===== config.mk =====
export PLATFORM = sky130hd
export DESIGN_NAME = bootrom_ctrl
export DESIGN_NICKNAME = d
export VERILOG_FILES = /design/src/rtl/bootrom_pkg.sv /design/src/rtl/bootrom_scan_fsm.sv /design/src/rtl/bootrom_ctrl.sv
export SDC_FILE = /design/constraint.sdc
export NUM_CORES = 1
export LEC_CHECK = 0
export ABC_CLOCK_PERIOD_IN_PS = 3600
export BUFFER_PORTS_ARGS = -buffer_cell sky130_fd_sc_hd__buf_4
export CAP_MARGIN = 30
export CORE_UTILIZATION = 54
export CTS_CLUSTER_SIZE = 8
export DETAILED_ROUTE_END_ITERATION = 10
export PLACE_DENSITY = 0.88
export SLEW_MARGIN = 20
export SYNTH_ARGS = -nofsm -noshare
export SYNTH_HDL_FRONTEND = slang
export SYNTH_SLANG_ARGS = --single-unit

===== constraint.sdc =====
create_clock -name clk -period 3.6 [get_ports clk]
set_clock_uncertainty 0.1 [all_clocks]
set_input_delay 0.72 -clock clk [delete_from_list [all_inputs] [get_ports clk]]
set_output_delay 0.72 -clock clk [all_outputs]
set_load 0.01 [all_outputs]

===== src/rtl/bootrom_pkg.sv =====
// Shared constants and scanner state encoding for the boot ROM access controller.
package bootrom_pkg;

   localparam int unsigned ADDR_W = 9;
   localparam int unsigned DATA_W = 32;
   localparam int unsigned DEPTH  = 512;

   typedef enum logic [1:0] {
      StIdle,
      StRun,
      StDrain,
      StDone
   } scan_state_e;

endpackage


===== src/rtl/bootrom_scan_fsm.sv =====
// Integrity scanner: walks the ROM, sums words 0..DEPTH-2 and compares against word DEPTH-1.
module bootrom_scan_fsm #(
   parameter int unsigned ADDR_W    = bootrom_pkg::ADDR_W,
   parameter int unsigned DATA_W    = bootrom_pkg::DATA_W,
   parameter int unsigned DEPTH     = bootrom_pkg::DEPTH,
   parameter bit          AUTO_SCAN = 1'b1
) (
   input  logic              clk,
   input  logic              rst,
   input  logic              scan_start,
   input  logic              issue,
   input  logic              rvalid,
   input  logic [DATA_W-1:0] rdata,
   output logic              run,
   output logic [ADDR_W-1:0] scan_addr,
   output logic              scan_busy,
   output logic              scan_done,
   output logic              scan_pass,
   output logic [DATA_W-1:0] scan_sum
);
   import bootrom_pkg::*;

   localparam logic [ADDR_W-1:0] LastAddr = ADDR_W'(DEPTH - 1);

   scan_state_e       state_q;
   logic [ADDR_W-1:0] addr_q;
   logic [DATA_W-1:0] sum_q;
   logic              done_q;
   logic              pass_q;
   logic              auto_q;

   always_ff @(posedge clk) begin
      if (rst) begin
         state_q <= StIdle;
         addr_q  <= '0;
         sum_q   <= '0;
         done_q  <= 1'b0;
         pass_q  <= 1'b0;
         auto_q  <= AUTO_SCAN;
      end else begin
         auto_q <= 1'b0;
         unique case (state_q)
            StIdle, StDone: begin
               // auto_q is only ever set in the first cycle out of reset, i.e. in StIdle
               if (scan_start || auto_q) begin
                  state_q <= StRun;
                  addr_q  <= '0;
                  sum_q   <= '0;
                  done_q  <= 1'b0;
                  pass_q  <= 1'b0;
               end
            end
            StRun: begin
               if (rvalid) sum_q <= sum_q + rdata;
               if (issue) begin
                  addr_q <= addr_q + 1'b1;
                  if (addr_q == LastAddr) state_q <= StDrain;
               end
            end
            StDrain: begin
               // the only return seen here is the checksum word itself
               if (rvalid) begin
                  pass_q  <= (sum_q == rdata);
                  done_q  <= 1'b1;
                  state_q <= StDone;
               end
            end
            default: state_q <= StIdle;
         endcase
      end
   end

   assign run       = (state_q == StRun);
   assign scan_busy = (state_q == StRun) || (state_q == StDrain);
   assign scan_addr = addr_q;
   assign scan_done = done_q;
   assign scan_pass = pass_q;
   assign scan_sum  = sum_q;

endmodule


===== src/rtl/bootrom_ctrl.sv =====
// Boot ROM port arbiter: CPU fetch has priority, the integrity scanner gets a forced slot
// after STARVE_LIMIT-1 consecutive denials; returning data is steered by a registered owner.
module bootrom_ctrl #(
   parameter int unsigned ADDR_W       = bootrom_pkg::ADDR_W,
   parameter int unsigned DATA_W       = bootrom_pkg::DATA_W,
   parameter int unsigned DEPTH        = bootrom_pkg::DEPTH,
   parameter int unsigned STARVE_LIMIT = 16,
   parameter bit          AUTO_SCAN    = 1'b1
) (
   input  logic              clk,
   input  logic              rst,
   input  logic              cpu_req,
   input  logic [ADDR_W-1:0] cpu_addr,
   output logic              cpu_gnt,
   output logic              cpu_rvalid,
   output logic [DATA_W-1:0] cpu_rdata,
   input  logic              scan_start,
   output logic              scan_busy,
   output logic              scan_done,
   output logic              scan_pass,
   output logic [DATA_W-1:0] scan_sum,
   output logic              rom_en,
   output logic [ADDR_W-1:0] rom_addr,
   input  logic [DATA_W-1:0] rom_data
);

   localparam int unsigned CntW = (STARVE_LIMIT > 1) ? $clog2(STARVE_LIMIT) : 1;

   logic              scan_run;
   logic              scan_issue;
   logic              force_scan;
   logic [ADDR_W-1:0] scan_addr;
   logic [CntW-1:0]   starve_q;
   logic              cpu_pend_q;
   logic              scan_pend_q;
   logic [DATA_W-1:0] rdata_q;

   assign force_scan = scan_run && (starve_q == CntW'(STARVE_LIMIT - 1));

   // rst gates the grants so nothing is issued while the registers are being cleared
   always_comb begin
      cpu_gnt    = cpu_req & ~force_scan & ~rst;
      scan_issue = scan_run & ~cpu_gnt & ~rst;
      rom_en     = cpu_gnt | scan_issue;
      rom_addr   = '0;
      if (cpu_gnt) begin
         rom_addr = cpu_addr;
      end else if (scan_issue) begin
         rom_addr = scan_addr;
      end
   end

   always_ff @(posedge clk) begin
      if (rst) begin
         starve_q    <= '0;
         cpu_pend_q  <= 1'b0;
         scan_pend_q <= 1'b0;
         rdata_q     <= '0;
      end else begin
         if (scan_issue) begin
            starve_q <= '0;
         end else if (scan_run) begin
            starve_q <= starve_q + 1'b1;
         end
         cpu_pend_q  <= cpu_gnt;
         scan_pend_q <= scan_issue;
         if (cpu_pend_q) rdata_q <= rom_data;
      end
   end

   assign cpu_rvalid = cpu_pend_q;
   assign cpu_rdata  = cpu_pend_q ? rom_data : rdata_q;

   bootrom_scan_fsm #(
      .ADDR_W   (ADDR_W),
      .DATA_W   (DATA_W),
      .DEPTH    (DEPTH),
      .AUTO_SCAN(AUTO_SCAN)
   ) u_scan (
      .clk       (clk),
      .rst       (rst),
      .scan_start(scan_start),
      .issue     (scan_issue),
      .rvalid    (scan_pend_q),
      .rdata     (rom_data),
      .run       (scan_run),
      .scan_addr (scan_addr),
      .scan_busy (scan_busy),
      .scan_done (scan_done),
      .scan_pass (scan_pass),
      .scan_sum  (scan_sum)
   );

endmodule


==> metrics.md, run 1 <==
| Metric | Value |
|---|---|
| Unrepaired setup endpoints after global routing | false |
| CTS tree | yes |
| Final period utilization | 88.5% |
| Gr usage total | 25.7% |
| Crit Path Max Fanout | 3 |
| Setup CP Type | in2reg |
| Most frequent cells after synthesis | dfxtp_1 (84), nand2_1 (48), nor2_1 (43) |
| Total grt overflow | 0 |
| Cell Count, Final, Fillers Out | 799 |
| CP bufs+invs | 2 |
| Sequential area share after synthesis | 33.3% |
| ANT cells | 0 |
| Routed len/inst | 15.5 um |
| Flops & latches, synth | 84 |
| Final worst slack | 0.415 ns |
| CP Capture Type | flip-flop |
| Top FF cell, synth | dfxtp_1 |
| DRC | 0 |
| Max Slew Vio Count | 0 |
| Slew headroom | 59.7% |
| Design area | 6230 um2 |
| Synth Cell Area | 5050 um2 |
| Max clock buf depth | 2 |
| VDD IR max | 0.273 mV |
| Die Span Y | 98.7 um |
| Hold_buf cts | 0 |
| Arrival time worst endpoint | 3.34 ns |
| Fin. Hold Viols | 0 |
| Crit path largest cell delay | 0.40 ns |
| Syn nets | 660 |
| Crit-path slowest cell | fa_1 |
| PD cells | 404 nW/um2 |
| Min-Delay Path Class | reg2reg |
| Placer Congestion | 0.924 |
| Final Core Density | 70.1% |
| Hpwl dp | 9260 um |
| Initial antenna violation count | 0 |
| Startpoint Class | input port |
| # setup viols final | 0 |
| Cts bufs inserted | 9 |
| Mean area per synthesized cell | 8.76 um2 |
| Mean number of vias per cell | 5.82 |
| Most frequent cell after synthesis | dfxtp_1 |
| Clock Latency Late Sink | 0.35 ns |
| Area of the die | 9750 um2 |
| Antenna-violating nets left | 0 |
| Status | finished clean |
| Vias in the first global route | 4431 |
| Critical path cell sequence | buf_4 > ha_1 > inv_1 > fa_1 > and2b_1 > o2111ai_1 > a21oi_2 > o31a_2 > nand3_2 > o21a_4 > o21ai_1 > nor2_1 > a211o_1 |
| CP top delay family | compound AO/OA/AOI/OAI gates |
| Max Cap Violations | 0 |
| Std cell rows | 34 |
| # Post-CTS Setup Buffers | 0 |
| Synth area leader | dfxtp_1 |
| Yosys warnings | 0 |
| Largest net degree at the start of global routing | 34 |
| Worst-Margin Slew | 0.604 ns |
| Num ports | 124 |
| Ys async rst share | 0% |
| Vias | 4652 |
| Syn-to-layout area delta | 23.3% |
| Top-area cell type share of the netlist area | 33.3% |
| Final net count | 770 |
| Min cycle time layout | 3.18 ns |
| Worst Path Required | 3.75 ns |
| Final WL | 12400 um |
| Chip width | 98.7 um |
| CTS H-tree lvls | 3 |
| Drt first pass iters | 5 |
| DP Area | 6010 um2 |
| Placed cells | 784 |
| Leak pwr | 2.85 nW |
| Total clock sinks | 84 |
| Setup TNS | 0 ns |
| Starting density of the core | 56.8% |
| Clk root buf | clkbuf_8 |
| Clock-pin slew on the worst setup and hold paths | 0.08 ns |
| Fmax | 314 MHz |
| Starting DRC count in detailed routing | 297 |
| Area contributors post-synth | dfxtp_1 (33%), ha_1 (9.2%), mux2_2 (7.4%) |
| Post_cts resized | 0 |
| Core area | 8890 um2 |
| Post-synthesis cell type count | 66 |
| Number of enable flip-flop cells after synthesis | 0 |
| Post-place setup slack | 0.127 ns |
| First-pass GRT wire length | 20400 um |
| Mapped Cells | 577 |
| Fraction of layout cells with a size suffix above 1 | 29.4% |
| Buffers on Ports | 123 |
## metal layers
metal | GRT usage [%] | routed length [um] | vias to the layer above
li1 | - | - | 2272
met1 | 32.2 | 5440 | 2154
met2 | 43.9 | 5970 | 195
met3 | 5.67 | 778 | 31
met4 | 8.15 | 198 | 0
met5 | 0 | 0 | -
## tightest hold or removal path: stages (launching register included)
cell and delay (ns):
dfxtp_1 0.33, nand2_1 0.05, o21ai_0 0.06
## area by class of cell
class / instances / area (um2)
Sequential cell: 84 / 1680
Clock buffer: 11 / 151
Fill cell: 695 / 2660
Inverter: 18 / 67.6
Multi-Input combinational cell: 443 / 3140
Clock inverter: 4 / 72.6
Timing Repair Buffer: 131 / 983
Tap cell: 108 / 135
## stage by stage
stage          hold slack (ns)  total power, mW
2_1_floorplan            0.363             1.51
3_3_place_gp             0.368             1.74
3_5_place_dp             0.378             1.77
4_1_cts                  0.390             2.52
5_1_grt                  0.411             2.64
6_report                 0.388             2.52
## cell families (layout without fill, tap and decap cells)
family | after synthesis | count (layout) | share of synthesized area (%)
compound gates | 154 | 154 | 21.3
xor+xnor | 30 | 30 | 5.20
fa+ha+maj | 38 | 38 | 9.56
buf+inv | 50 | 164 | 4.61
flops | 84 | 84 | 33.3
mux | 34 | 34 | 7.55
simple gates | 187 | 187 | 18.5
## power breakdown
group / internal [mW] / switching, mW / total [mW]
clock network: 0.424 / 0.337 / 0.761
logic: 0.311 / 0.438 / 0.750
registers: 0.974 / 0.0315 / 1.01
## placed cells by master, fill, tap and decap left out, types with 9 or more instances in the layout
cell type  netlist  final
mux2_2          33     33
clkbuf_8         2     11
a21o_1           9      9
o21ai_0         29     29
xnor2_1         16     16
nor2b_1         34     34
dfxtp_1         84     84
xor2_1          14     14
inv_1           18     18
a22o_1          10     10
nor2_1          43     43
buf_4            2    131
a21oi_1         39     39
ha_1            37     37
nand3_1         14     14
a22oi_1         12     12
nand2_1         48     48
## final timing paths
| path | startpoint | to | slack, ns | cells after the start |
|---|---|---|---|---|
| max | rom_data[0] | u_scan.scan_sum[28] | 0.42 | 13 |
| min | u_scan.scan_sum[19] | u_scan.scan_sum[19] | 0.39 | 2 |
| max reg2reg | u_scan.scan_sum[0] | u_scan.scan_sum[28] | 0.45 | 12 |
| min reg2reg | u_scan.scan_sum[19] | u_scan.scan_sum[19] | 0.39 | 2 |
## sequential cells by signal (all words and copies together), names as in the netlist
signal / cells
scan_pend_q: 1
u_scan.scan_pass: 1
rdata_q: 32
u_scan.scan_addr: 9
u_scan.state_q: 2
u_scan.scan_sum: 32
cpu_rvalid: 1
starve_q: 4
u_scan.scan_done: 1
u_scan.auto_q: 1
(Power assumes the default switching activity.)
==> inputs of run 2 (changes only) <==
--- a/config.mk
+++ b/config.mk
@@ -5,13 +5,13 @@
 export SDC_FILE = /design/constraint.sdc
 export NUM_CORES = 1
 export LEC_CHECK = 0
-export ABC_CLOCK_PERIOD_IN_PS = 3600
+export ABC_CLOCK_PERIOD_IN_PS = 3800
 export BUFFER_PORTS_ARGS = -buffer_cell sky130_fd_sc_hd__buf_4
 export CAP_MARGIN = 30
-export CORE_UTILIZATION = 54
+export CORE_UTILIZATION = 58
 export CTS_CLUSTER_SIZE = 8
 export DETAILED_ROUTE_END_ITERATION = 10
-export PLACE_DENSITY = 0.88
+export PLACE_DENSITY = 0.93
 export SLEW_MARGIN = 20
 export SYNTH_ARGS = -nofsm -noshare
 export SYNTH_HDL_FRONTEND = slang
==> constraint.sdc (replaced) <==
create_clock -name clk -period 3.8 [get_ports clk]
set_clock_uncertainty 0.1 [all_clocks]
set_input_delay 0.76 -clock clk [delete_from_list [all_inputs] [get_ports clk]]
set_output_delay 0.76 -clock clk [all_outputs]
set_load 0.01 [all_outputs]
==> run 2 against run 1 <==
Total power fell by 8.8%. Worst hold slack got worse by 0.0030 ns. Critical path depth shrank 6. Cell area down 0.92%.
==> metrics.md, run 2 (synthesis gave the netlist of run 1 again) <==
| Metric | Value |
|---|---|
| # setup viols final | 0 (unchanged) |
| Clock Latency Late Sink | 0.36 ns (about the same) |
| Setup TNS | 0 ns (unchanged) |
| First-pass GRT wire length | 20500 um (+0.54%) |
| Vias in the first global route | 4529 (+2.2%) |
| Starting DRC count in detailed routing | 370 (+25%) |
| Total grt overflow | 0 (unchanged) |
| Gr usage total | 28.6% (+2.9 points) |
| Fin. Hold Viols | 0 (unchanged) |
| Worst Path Required | 2.94 ns (-0.81 ns) |
| Placed cells | 779 (-0.64%) |
| Buffers on Ports | 123 (unchanged) |
| CTS tree | yes |
| Clock-pin slew on the worst setup and hold paths | 0.08 ns (about the same) |
| Drt first pass iters | 7 (+2) |
| Hpwl dp | 9450 um (+2.0%) |
| Cts bufs inserted | 9 (unchanged) |
| Min cycle time layout | 3.20 ns |
| Commonest non-fill, non-tap cell in the layout | buf_4 |
| Fmax | 312 MHz |
| Reg2reg start | u_scan.scan_sum[0] |
| Slew headroom | 49.5% (-10 points) |
| Area of the die | 9090 um2 (-6.8%) |
| Status | finished clean |
| Num ports | 124 (unchanged) |
| Hold Startpoint | u_scan.scan_sum[29] |
| Min-Delay Path Class | reg2reg |
| Total power | 2.30 mW (-8.8%) |
| Final period utilization | 84.3% |
| CP startpoint | u_scan.state_q[1] |
| Max clock buf depth | 2 (unchanged) |
| Initial antenna violation count | 0 (unchanged) |
| Setup CP Type | reg2out |
| Arrival time worst endpoint | 2.34 ns (-1.00 ns) |
| Crit Path Max Fanout | 19 (+16) |
| Met2 usage | 49.1% (+5.2 points) |
| Fraction of layout cells with a size suffix above 1 | 28.8% (-0.54 points) |
| CP Capture Type | output port |
| Vias | 4783 (+2.8%) |
| PD cells | 372 nW/um2 (-7.9%) |
| Final WL | 12800 um (+3.5%) |
| Final Core Density | 74.0% (+3.9 points) |
| Cell Count, Final, Fillers Out | 795 (-0.50%) |
| Routed len/inst | 16.1 um (+4.0%) |
| Hold_buf cts | 0 (unchanged) |
| M1 GR Usage | 34.5% (+2.3 points) |
| Max Cap Violations | 0 (unchanged) |
| Total clock sinks | 84 (unchanged) |
| Starting density of the core | 60.6% (+3.8 points) |
| Leak pwr | 2.82 nW (-1.2%) |
| Unrepaired setup endpoints after global routing | false |
| Final net count | 768 (-0.26%) |
| Reg2reg setup slack | 0.72 ns (+0.27 ns) |
| Die Span Y | 95.3 um (-3.4%) |
| Core area | 8340 um2 (-6.2%) |
| VDD IR max | 0.346 mV (+27%) |
| Worst-Margin Slew | 0.756 ns (+0.152 ns) |
| Fillers | 567 (-18%) |
| CTS H-tree lvls | 3 (unchanged) |
| Largest net degree at the start of global routing | 50 (+47%) |
| Syn-to-layout area delta | 22.2% |
| # Post-CTS Setup Buffers | 0 (unchanged) |
| Busiest grt layer | met2 |
| Max Slew Vio Count | 0 (unchanged) |
| Mean number of vias per cell | 6.02 (+3.3%) |
| Post_cts resized | 0 (unchanged) |
| Std cell rows | 33 (-2.9%) |
| Most frequent cells in the layout | buf_4 (129), dfxtp_1 (84), nand2_1 (48), nor2_1 (43), a21oi_1 (39) |
| ANT cells | 0 (unchanged) |
| Met3 Track Usage GR | 5.42% (-0.25 points) |
| Antenna-violating nets left | 0 (unchanged) |
| Placer Congestion | 0.943 (+2.1%) |
| Startpoint Class | flip-flop |
| Chip width | 95.3 um (-3.4%) |
| DRC | 0 (unchanged) |
| Clk root buf | clkbuf_8 |
[run 2: area by class of cell]
class | instances | area, um2 | share of cell area, %
multi-input combinational | 443 | 3140 | 50.8
sequential | 84 | 1680 | 27.2
timing repair buffer | 129 | 968 | 15.7
clock buffer | 12 | 135 | 2.19
tap | 105 | 131 | 2.13
inverter | 18 | 67.6 | 1.09
clock inverter | 4 | 50.0 | 0.811
[run 2: power breakdown]
group	leakage [nW]	switching, mW	internal, mW
Combinational	2.05	0.421	0.288
Clock	0.0866	0.325	0.304
Sequential	0.682	0.0347	0.922
Total	2.82	0.781	1.51
[run 2: critical path, cell delays in order, from the launching register on]
cell     delay [ns]
dfxtp_1        0.35
inv_1          0.09
ha_1           0.55
and4_1         0.31
nor3_1         0.05
buf_4          0.19
or2_2          0.30
buf_4          0.14
[run 2: worst paths after layout]
path              cells past startpoint                   to
setup / recovery                      7               rom_en
hold / removal                        2  u_scan.scan_sum[29]
setup reg to reg                     12  u_scan.scan_sum[28]
hold reg to reg                       2  u_scan.scan_sum[29]
[run 2: stage by stage]
stage	area, um2	worst slack [ns]	hold slack [ns]
CTS	6170	0.637	0.380
global route	6170	0.468	0.398
global placement	5990	0.447	0.362
floorplan	5050	0.712	0.363
finish	6170	0.597	0.385
detailed placement	5990	0.320	0.368
[run 2: metal layers]
| metal | wire (um) | part of all wire (%) | vias to the layer above |
|---|---|---|---|
| li1 | - | - | 2276 |
| met1 | 5320 | 41 | 2230 |
| met2 | 6180 | 48 | 228 |
| met3 | 971 | 7.6 | 49 |
| met4 | 343 | 2.7 | 0 |
| met5 | 0 | 0 | - |
==> inputs of run 3 (changes only) <==
--- a/config.mk
+++ b/config.mk
@@ -5,13 +5,13 @@
 export SDC_FILE = /design/constraint.sdc
 export NUM_CORES = 1
 export LEC_CHECK = 0
-export ABC_CLOCK_PERIOD_IN_PS = 3800
+export ABC_CLOCK_PERIOD_IN_PS = 3200
 export BUFFER_PORTS_ARGS = -buffer_cell sky130_fd_sc_hd__buf_4
 export CAP_MARGIN = 30
-export CORE_UTILIZATION = 58
+export CORE_UTILIZATION = 54
 export CTS_CLUSTER_SIZE = 8
 export DETAILED_ROUTE_END_ITERATION = 10
-export PLACE_DENSITY = 0.93
+export PLACE_DENSITY = 0.88
 export SLEW_MARGIN = 20
 export SYNTH_ARGS = -nofsm -noshare
 export SYNTH_HDL_FRONTEND = slang
==> constraint.sdc (replaced) <==
create_clock -name clk -period 3.2 [get_ports clk]
set_clock_uncertainty 0.1 [all_clocks]
set_input_delay 0.64 -clock clk [delete_from_list [all_inputs] [get_ports clk]]
set_output_delay 0.64 -clock clk [all_outputs]
set_load 0.01 [all_outputs]
==> run 3 against run 2 <==
Via count shrank 1.9%. Cell count increased by 1.3%. Non-clock buffer count is 7 higher. Combinational power grew 21%. Total power rose by 24%. Worst hold slack gained 0.0016 ns. Sequential share of layout area fell by 0.39 points. Flip-flop and latch count stayed put. First-iteration DRC count fell by 33%.
==> metrics.md, run 3 (synthesis gave the netlist of run 1 again) <==
| Metric | Value |
|---|---|
| Status | finished clean |
| ANT cells | 0 (unchanged) |
| Final period utilization | 94.7% |
| Gr usage total | 26.6% (-2.0 points) |
| Std cell rows | 34 (+3.0%) |
| Clk pwr share | 29.8% (+2.4 points) |
| Switching Fraction | 32.5% (-1.5 points) |
| Slew headroom | 54.9% (+5.4 points) |
| CTS H-tree lvls | 3 (unchanged) |
| Drt first pass iters | 5 (-2) |
| Commonest non-fill, non-tap cell in the layout | buf_4 |
| Startpoint Class | flip-flop |
| Clk root buf | clkbuf_8 |
| Chip width | 98.7 um (+3.6%) |
| Crit-path slowest cell | fa_1 |
| CP top delay family | compound AO/OA/AOI/OAI gates |
| CP bufs+invs | 1 (-2) |
| Hold_buf cts | 0 (unchanged) |
| Buffers on Ports | 123 (unchanged) |
| PD cells | 453 nW/um2 (+22%) |
| Unrepaired setup endpoints after global routing | false |
| Total power | 2.84 mW (+24%) |
| Vias | 4690 (-1.9%) |
| Final worst slack | 0.171 ns (-0.427 ns) |
| Min cycle time layout | 3.03 ns |
| Placed cells | 789 (+1.3%) |
| Most frequent cells in the layout | buf_4 (136), dfxtp_1 (84), nand2_1 (48), nor2_1 (43), a21oi_1 (39) |
| Total clock sinks | 84 (unchanged) |
| Starting DRC count in detailed routing | 247 (-33%) |
| Hpwl dp | 9440 um (about the same) |
| Min-Delay Path Class | reg2reg |
| Fraction of layout cells with a size suffix above 1 | 29.7% (+0.86 points) |
| Final net count | 775 (+0.91%) |
| Area of the die | 9750 um2 (+7.2%) |
| Num ports | 124 (unchanged) |
| Mean number of vias per cell | 5.83 (-3.2%) |
| Max clock buf depth | 2 (unchanged) |
| Worst Path Required | 3.36 ns (+0.42 ns) |
| Fin Hold WS | 0.387 ns (+0.00160 ns) |
| Max Cap Violations | 0 (unchanged) |
| Routed len/inst | 15.8 um (-1.9%) |
| Die Span Y | 98.7 um (+3.6%) |
| # Post-CTS Setup Buffers | 0 (unchanged) |
| CP startpoint | u_scan.scan_sum[0] |
| Max Slew Vio Count | 0 (unchanged) |
| Crit Path Max Fanout | 3 (-16) |
| Core area | 8890 um2 (+6.6%) |
| Critical path cell sequence | ha_1 > inv_1 > fa_1 > and2b_1 > o2111ai_1 > a21oi_2 > o31a_2 > nand3_2 > o21a_4 > o21ai_1 > nor2_1 > a211o_1 |
| Clock Latency Late Sink | 0.36 ns (about the same) |
| Reg2reg start | u_scan.scan_sum[0] |
| Crit path largest cell delay | 0.40 ns (-0.15 ns) |
| Fin. Hold Viols | 0 (unchanged) |
| Gate power share | 30.4% (-0.5 points) |
| Post-place setup slack | -0.113 ns (-0.432 ns) |
| Final WL | 12700 um (-0.69%) |
| VDD IR max | 0.357 mV (+3.0%) |
| Placer Congestion | 0.927 (-1.7%) |
| Setup CP Type | reg2reg |
| Net switching power | 922 uW (+18%) |
| Clock-pin slew on the worst setup and hold paths | 0.08 ns (about the same) |
| Cts bufs inserted | 9 (unchanged) |
| Antenna-violating nets left | 0 (unchanged) |
| Starting density of the core | 56.8% (-3.8 points) |
| Post_cts resized | 0 (unchanged) |
| Fmax | 330 MHz |
| CTS tree | yes |
| DRC | 0 (unchanged) |
| Design area | 6260 um2 (+1.4%) |
| Vias in the first global route | 4566 (+0.82%) |
| Worst-Margin Slew | 0.670 ns (-0.0863 ns) |
| Flop pwr share | 39.9% (-1.8 points) |
| DP Area | 6040 um2 (+0.94%) |
| Cell Int Power | 1.91 mW (+26%) |
| # setup viols final | 0 (unchanged) |
| Initial antenna violation count | 0 (unchanged) |
| Hold Startpoint | u_scan.scan_sum[18] |
| Syn-to-layout area delta | 23.9% |
| Total grt overflow | 0 (unchanged) |
| Setup TNS | 0 ns (unchanged) |
| Largest net degree at the start of global routing | 35 (-30%) |
| Final Core Density | 70.4% (-3.6 points) |
| Cell Count, Final, Fillers Out | 805 (+1.3%) |
| CP Capture Type | flip-flop |
| Arrival time worst endpoint | 3.19 ns (+0.85 ns) |
| Leak pwr | 2.87 nW (+1.9%) |
| First-pass GRT wire length | 20800 um (+1.6%) |
-- run 3: final cells by class --
class                      instances  area, um2
fill                             683       2630
inverter                          18       67.6
timing repair buffer             136       1020
multi-input combinational        443       3140
sequential                        84       1680
tap                              108        135
clock inverter                     4       72.6
clock buffer                      12        145
-- run 3: path summary, 6_finish.rpt --
| path | slack, ns | to | cells past startpoint |
|---|---|---|---|
| setup / recovery | 0.17 | u_scan.scan_sum[28] | 12 |
| hold / removal | 0.39 | u_scan.scan_sum[18] | 2 |
| setup reg to reg | 0.17 | u_scan.scan_sum[28] | 12 |
| hold reg to reg | 0.39 | u_scan.scan_sum[18] | 2 |
-- run 3: worst min-delay path, stage by stage (launching register included) --
cell,delay [ns]
dfxtp_1,0.33
nand2_1,0.05
o21ai_0,0.06
-- run 3: power groups by stage --
stage	Sequential (mW)	Combinational (mW)	Clock, mW
floorplan	1.15	0.551	0
global placement	1.15	0.823	0
detailed placement	1.16	0.849	0
CTS	1.13	0.859	0.859
global route	1.14	0.940	0.899
finish	1.13	0.861	0.844
-- run 3: per-layer routing --
metal  global-route usage (%)  wire length (um)  vias up
met3                     7.09               738       24
met2                     45.2              6260      167
met1                     31.4              5470     2212
li1                         -                 -     2287
met5                        0                 0        -
met4                     12.1               251        0
